### src/rtl/control_unit.sv
// control_unit: hardwired microsequencer for a simple load/store CPU.
// A registered state register (RESET, T0..T7, HALT) and a latched opcode
// drive a purely combinational Moore decode of every control line. The one
// exception is br T6: its PC load is additionally gated by con_ff.
module control_unit (
    input  logic        clk,
    input  logic        clr,
    input  logic [31:0] ir,
    input  logic        con_ff,
    input  logic        stop,
    output logic        run,
    output logic [8:0]  bus_src,
    output logic [9:0]  reg_en,
    output logic [2:0]  gsel,
    output logic        read,
    output logic        write,
    output logic        con_in,
    output logic        inc_pc,
    output logic [4:0]  alu_control
);

    typedef enum logic [3:0] {
        S_RESET, S_T0, S_T1, S_T2, S_T3, S_T4, S_T5, S_T6, S_T7, S_HALT
    } state_t;

    // Opcodes
    localparam logic [4:0] OP_LD   = 5'b00000;
    localparam logic [4:0] OP_LDI  = 5'b00001;
    localparam logic [4:0] OP_ST   = 5'b00010;
    localparam logic [4:0] OP_ADD  = 5'b00011;
    localparam logic [4:0] OP_SUB  = 5'b00100;
    localparam logic [4:0] OP_AND  = 5'b00101;
    localparam logic [4:0] OP_OR   = 5'b00110;
    localparam logic [4:0] OP_ADDI = 5'b01100;
    localparam logic [4:0] OP_MUL  = 5'b01111;
    localparam logic [4:0] OP_BR   = 5'b10010;
    localparam logic [4:0] OP_JR   = 5'b10100;
    localparam logic [4:0] OP_MFHI = 5'b11000;
    localparam logic [4:0] OP_MFLO = 5'b11001;
    localparam logic [4:0] OP_HALT = 5'b11011;

    localparam logic [4:0] ALU_ADD = 5'b00011;

    // Bus driver bit positions
    localparam int BUS_POUT   = 0;
    localparam int BUS_MDROUT = 1;
    localparam int BUS_COUT   = 2;
    localparam int BUS_BAOUT  = 3;
    localparam int BUS_ROUT   = 4;
    localparam int BUS_HIOUT  = 5;
    localparam int BUS_LOOUT  = 6;
    localparam int BUS_ZLOOUT = 7;
    localparam int BUS_ZHIOUT = 8;

    // Register load-enable bit positions
    localparam int EN_P   = 0;
    localparam int EN_MAR = 1;
    localparam int EN_MDR = 2;
    localparam int EN_IR  = 3;
    localparam int EN_Y   = 4;
    localparam int EN_ZLO = 5;
    localparam int EN_ZHI = 6;
    localparam int EN_HI  = 7;
    localparam int EN_LO  = 8;
    localparam int EN_RIN = 9;

    // Register-field select bit positions
    localparam int G_RA = 0;
    localparam int G_RB = 1;
    localparam int G_RC = 2;

    state_t     state;
    logic [4:0] opcode;

    // Last execute step of each instruction; undefined opcodes stop at T3.
    function automatic state_t final_step(input logic [4:0] op);
        case (op)
            OP_LD, OP_ST:                                   final_step = S_T7;
            OP_LDI, OP_ADD, OP_SUB, OP_AND, OP_OR, OP_ADDI: final_step = S_T5;
            OP_MUL, OP_BR:                                  final_step = S_T6;
            default:                                        final_step = S_T3;
        endcase
    endfunction

    // Successor of an execute step that is not the instruction's last.
    function automatic state_t succ(input state_t s);
        case (s)
            S_T3:    succ = S_T4;
            S_T4:    succ = S_T5;
            S_T5:    succ = S_T6;
            S_T6:    succ = S_T7;
            default: succ = S_T0;
        endcase
    endfunction

    // Step sequencing and opcode capture; clr overrides everything, including stop.
    always_ff @(posedge clk) begin
        // NOTE: state registers use non-blocking assignments so every flop
        // samples the pre-edge values, independent of statement order.
        if (clr) begin
            state  <= S_RESET;
            opcode <= 5'b00000;
        end else begin
            case (state)
                S_RESET: state <= S_T0;
                S_T0:    state <= S_T1;
                S_T1:    state <= S_T2;
                S_T2: begin
                    state  <= S_T3;
                    opcode <= ir[31:27];
                end
                S_HALT:  state <= S_HALT;
                default: begin
                    if (state == S_T3 && opcode == OP_HALT) begin
                        state <= S_HALT;
                    end else if (state == final_step(opcode)) begin
                        state <= stop ? S_HALT : S_T0;
                    end else begin
                        state <= succ(state);
                    end
                end
            endcase
        end
    end

    // Control decode from the current step and latched opcode.
    always_comb begin
        // NOTE: every output gets a default before the case so no path can
        // leave one unassigned and infer a latch.
        run         = 1'b0;
        bus_src     = '0;
        reg_en      = '0;
        gsel        = '0;
        read        = 1'b0;
        write       = 1'b0;
        con_in      = 1'b0;
        inc_pc      = 1'b0;
        alu_control = '0;

        case (state)
            S_RESET, S_HALT: ;
            S_T0: begin
                run              = 1'b1;
                bus_src[BUS_POUT] = 1'b1;
                reg_en[EN_MAR]   = 1'b1;
                inc_pc           = 1'b1;
            end
            S_T1: begin
                run            = 1'b1;
                read           = 1'b1;
                reg_en[EN_MDR] = 1'b1;
            end
            S_T2: begin
                run                 = 1'b1;
                bus_src[BUS_MDROUT] = 1'b1;
                reg_en[EN_IR]       = 1'b1;
            end
            default: begin
                run = 1'b1;
                case (opcode)
                    OP_LD, OP_LDI, OP_ST: begin
                        case (state)
                            S_T3: begin
                                gsel[G_RB]         = 1'b1;
                                bus_src[BUS_BAOUT] = 1'b1;
                                reg_en[EN_Y]       = 1'b1;
                            end
                            S_T4: begin
                                bus_src[BUS_COUT] = 1'b1;
                                reg_en[EN_ZLO]    = 1'b1;
                                alu_control       = ALU_ADD;
                            end
                            S_T5: begin
                                bus_src[BUS_ZLOOUT] = 1'b1;
                                if (opcode == OP_LDI) begin
                                    gsel[G_RA]     = 1'b1;
                                    reg_en[EN_RIN] = 1'b1;
                                end else begin
                                    reg_en[EN_MAR] = 1'b1;
                                end
                            end
                            S_T6: begin
                                reg_en[EN_MDR] = 1'b1;
                                if (opcode == OP_ST) begin
                                    gsel[G_RA]        = 1'b1;
                                    bus_src[BUS_ROUT] = 1'b1;
                                end else begin
                                    read = 1'b1;
                                end
                            end
                            S_T7: begin
                                if (opcode == OP_ST) begin
                                    write = 1'b1;
                                end else begin
                                    bus_src[BUS_MDROUT] = 1'b1;
                                    gsel[G_RA]          = 1'b1;
                                    reg_en[EN_RIN]      = 1'b1;
                                end
                            end
                            default: ;
                        endcase
                    end
                    OP_ADD, OP_SUB, OP_AND, OP_OR, OP_ADDI: begin
                        case (state)
                            S_T3: begin
                                gsel[G_RB]        = 1'b1;
                                bus_src[BUS_ROUT] = 1'b1;
                                reg_en[EN_Y]      = 1'b1;
                            end
                            S_T4: begin
                                reg_en[EN_ZLO] = 1'b1;
                                if (opcode == OP_ADDI) begin
                                    bus_src[BUS_COUT] = 1'b1;
                                    alu_control       = ALU_ADD;
                                end else begin
                                    gsel[G_RC]        = 1'b1;
                                    bus_src[BUS_ROUT] = 1'b1;
                                    alu_control       = opcode;
                                end
                            end
                            S_T5: begin
                                bus_src[BUS_ZLOOUT] = 1'b1;
                                gsel[G_RA]          = 1'b1;
                                reg_en[EN_RIN]      = 1'b1;
                            end
                            default: ;
                        endcase
                    end
                    OP_MUL: begin
                        case (state)
                            S_T3: begin
                                gsel[G_RA]        = 1'b1;
                                bus_src[BUS_ROUT] = 1'b1;
                                reg_en[EN_Y]      = 1'b1;
                            end
                            S_T4: begin
                                gsel[G_RB]        = 1'b1;
                                bus_src[BUS_ROUT] = 1'b1;
                                reg_en[EN_ZLO]    = 1'b1;
                                reg_en[EN_ZHI]    = 1'b1;
                                alu_control       = OP_MUL;
                            end
                            S_T5: begin
                                bus_src[BUS_ZLOOUT] = 1'b1;
                                reg_en[EN_LO]       = 1'b1;
                            end
                            S_T6: begin
                                bus_src[BUS_ZHIOUT] = 1'b1;
                                reg_en[EN_HI]       = 1'b1;
                            end
                            default: ;
                        endcase
                    end
                    OP_BR: begin
                        case (state)
                            S_T3: begin
                                gsel[G_RA]        = 1'b1;
                                bus_src[BUS_ROUT] = 1'b1;
                                con_in            = 1'b1;
                            end
                            S_T4: begin
                                bus_src[BUS_POUT] = 1'b1;
                                reg_en[EN_Y]      = 1'b1;
                            end
                            S_T5: begin
                                bus_src[BUS_COUT] = 1'b1;
                                reg_en[EN_ZLO]    = 1'b1;
                                alu_control       = ALU_ADD;
                            end
                            S_T6: begin
                                // Branch taken only when the condition flop is set now.
                                if (con_ff) begin
                                    bus_src[BUS_ZLOOUT] = 1'b1;
                                    reg_en[EN_P]        = 1'b1;
                                end
                            end
                            default: ;
                        endcase
                    end
                    OP_JR: begin
                        if (state == S_T3) begin
                            gsel[G_RA]        = 1'b1;
                            bus_src[BUS_ROUT] = 1'b1;
                            reg_en[EN_P]      = 1'b1;
                        end
                    end
                    OP_MFHI: begin
                        if (state == S_T3) begin
                            gsel[G_RA]         = 1'b1;
                            bus_src[BUS_HIOUT] = 1'b1;
                            reg_en[EN_RIN]     = 1'b1;
                        end
                    end
                    OP_MFLO: begin
                        if (state == S_T3) begin
                            gsel[G_RA]         = 1'b1;
                            bus_src[BUS_LOOUT] = 1'b1;
                            reg_en[EN_RIN]     = 1'b1;
                        end
                    end
                    // nop, halt and undefined opcodes: T3 with all controls low.
                    default: ;
                endcase
            end
        endcase
    end

endmodule

### config.mk
export PLATFORM = sky130hd
export DESIGN_NAME = control_unit
export DESIGN_NICKNAME = d
export VERILOG_FILES = /design/src/rtl/control_unit.sv
export SDC_FILE = /design/constraint.sdc
export NUM_CORES = 1
export LEC_CHECK = 0
export ABC_AREA = 1
export CAP_MARGIN = 15
export CORE_MARGIN = 3
export CORE_UTILIZATION = 41
export DETAILED_ROUTE_END_ITERATION = 16
export GPL_TIMING_DRIVEN = 0
export PLACE_DENSITY = 0.86
export SLEW_MARGIN = 20
export SYNTH_ARGS = -nofsm -noshare
export SYNTH_HDL_FRONTEND = slang
export SYNTH_SLANG_ARGS = --single-unit
### constraint.sdc
create_clock -name clk -period 5.2 [get_ports clk]
set_input_delay 1.56 -clock clk [delete_from_list [all_inputs] [get_ports clk]]
set_output_delay 1.56 -clock clk [all_outputs]
set_load 0.01 [all_outputs]
==> results.md <==
- Register Area: 260.3 µm²
- CP required: 3640 ps
- Setup crit end kind: output pin
- Placed cell area: 1602 µm²
- Fmax: 0.2330 GHz
- Die width: 59.50 µm
- Initial antenna violation count: 0
- CTS tree: done
- Netlist cell types: 29
- Post-synthesis cell count: 204
- Clk root buf: clkbuf_4
- Clock Sinks: 13
- Final Cycle Share: 0.8255
- Drt initial violations: 60
- Drt total wl: 3.081 mm
- Filler cell count: 246
- Seq/Total Area, Yosys: 0.2217
- Synth top area share: 0.2217
- CORE AREA: 2590 µm²
- Clock skew: 1.530 ps
- RSZ-0062 raised after global routing: false
- Final instance area: 1628 µm²
- Antenna cell count: 0
- Chip height: 59.50 µm
- Die area: 3540 µm²
- Post-DRT Antenna Nets: 0
- Synth Warn #: 0
- DR vias/cell: 4.957
- Count leader, synth: nand2_1
- Yosys top cell by area: dfxtp_1
- Postcts setup bufs: 0
- Worst skew pair latency: 270 ps
- Site row count: 18
- Tot GR Track Use: 0.1801
- Synth Net Count: 243
- CP Data Arrival Time: 2730 ps
- Synth area leaders: dfxtp_1 (22%), nand2_1 (15%), inv_1 (12%)
- Setup TNS Final: 0 ps
- Initial Utilization: 0.4531
- Clock buffer depth: 2
- Status: finished clean
- Drt pass-1 iters: 4
- Multi-input logic area: 728.2 µm²
- IO Port Bufs: 39
- Crit path max fanout: 2
- Vias in the first global route: 1185
- Hold bufs inserted after CTS: 0
- Maxcap violations: 0
- Drt drc: 0
- Final setup violation count: 0
- Most used DFF post-synth: dfxtp_1
- Largest net degree at the start of global routing: 11
- First-pass GRT wire length: 5.057 mm
- DP Wirelength: 2.614 mm
- Worst Setup Start Kind: primary input
- Via count: 1373
- Post-Syn Area: 1174 µm²
- Leak: 0.7880 nW
- Worst ir drop on vdd: 0.0001491 V
- Final nets: 287
- Hold Fails Final Rpt: 0
- FFs w/ async S/R, synth: 0
- H-tree depth reported by CTS: 1
- Pwr dens: 194.9 nW/µm²
- Post-synthesis average cell area: 5.753 µm²
- Synth Register Bits: 13
- Crit path time final: 4292 ps
- Total power: 317.3 µW
- CTS resizes: 0
- Clock transition at path regs: 80 ps
- Gr ovfl total: 0
- Share of cells above drive strength 1: 0.1053
- Most frequent cells after synthesis: nand2_1 (47), inv_1 (37), nor2_1 (23)
- Number of flops mapped to enable cells by yosys: 0
- Hold Path Class: flop to flop
- Fin. max-slew vios: 0
- GPL Wtd Cong: 0.9440
- Layout area overhead: 38.70%
- Num ports: 68
- CTS Buf Count: 3
- DR WL/cell: 11.12 µm
- Crit Path Class: primary input to output pin
==> final cells by class <==
type,count,area share
Multi-Input combinational cell,144,0.4473
Sequential cell,13,0.1599
Tap cell,30,0.02306
Timing Repair Buffer,39,0.2398
Clock buffer,4,0.01614
Inverter,44,0.1015
Buffer,3,0.01230
==> cell usage in the layout (no fill, tap or decap), types with 3 or more instances in the layout <==
master | synthesis | routed
nor3_1 | 3 | 3
dfxtp_1 | 13 | 13
nand2_1 | 47 | 47
o21ai_0 | 12 | 12
inv_1 | 37 | 37
nand3_1 | 16 | 16
ha_1 | 3 | 3
o21ai_1 | 3 | 3
inv_2 | 7 | 7
clkdlybuf4s50_1 | 0 | 39
nand2_2 | 3 | 3
a21oi_1 | 8 | 8
nand4_1 | 9 | 9
nor2_1 | 23 | 23
nor2_2 | 3 | 3
clkbuf_4 | 0 | 3
==> layer usage <==
metal / track usage / share of wire / routed length [µm] / vias to the layer above
met4: 0.03165 / 0.0045 / 14 / 0
met5: 0 / 0 / 0 / -
li1: - / - / - / 733
met2: 0.3136 / 0.47 / 1449 / 48
met1: 0.2343 / 0.44 / 1368 / 590
met3: 0.03050 / 0.080 / 248 / 2
==> worst max-delay path, stage by stage <==
cell and delay, ps:
clkdlybuf4s50_1 450, nand3_1 80, o21ai_0 90, clkdlybuf4s50_1 560
==> through the flow <==
| step | worst slack [ps] | util | hold WS (ps) | instances |
|---|---|---|---|---|
| floorplan | 1873 | - | 533.7 | 204 |
| global placement | 899.5 | 0.6184 | 607.3 | 273 |
| detailed placement | 901.1 | 0.6184 | 609.8 | 273 |
| CTS | 905.2 | 0.6285 | 622.0 | 277 |
| global route | 795.8 | 0.6285 | 646.4 | 277 |
| finish | 907.6 | 0.6285 | 631.0 | 277 |
==> path summary, 6_finish.rpt <==
| check | endpoint | slack, ps | cells after the start | from |
|---|---|---|---|---|
| worst min register to register | opcode[1] | 630 | 2 | opcode[1] |
| worst max-delay path | bus_src[7] | 910 | 4 | con_ff |
| worst min-delay path | opcode[1] | 630 | 2 | opcode[1] |
| worst max register to register | flop | 3230 | 11 | state[3] |
==> cell families after synthesis <==
family | synth area share
AO/OA/AOI/OAI | 0.1365
adder cells (fa/ha/maj) | 0.03199
buffers and inverters | 0.1578
flip-flops | 0.2217
other | 0.003195
AND/OR/NAND/NOR | 0.4488
==> power by group <==
group | internal (mW) | leakage (nW) | switching [mW]
Clock | 0.0297 | 0.0150 | 0.0324
Sequential | 0.112 | 0.106 | 0.0112
Combinational | 0.0548 | 0.667 | 0.0776
Power figures use the tool's default switching activity.
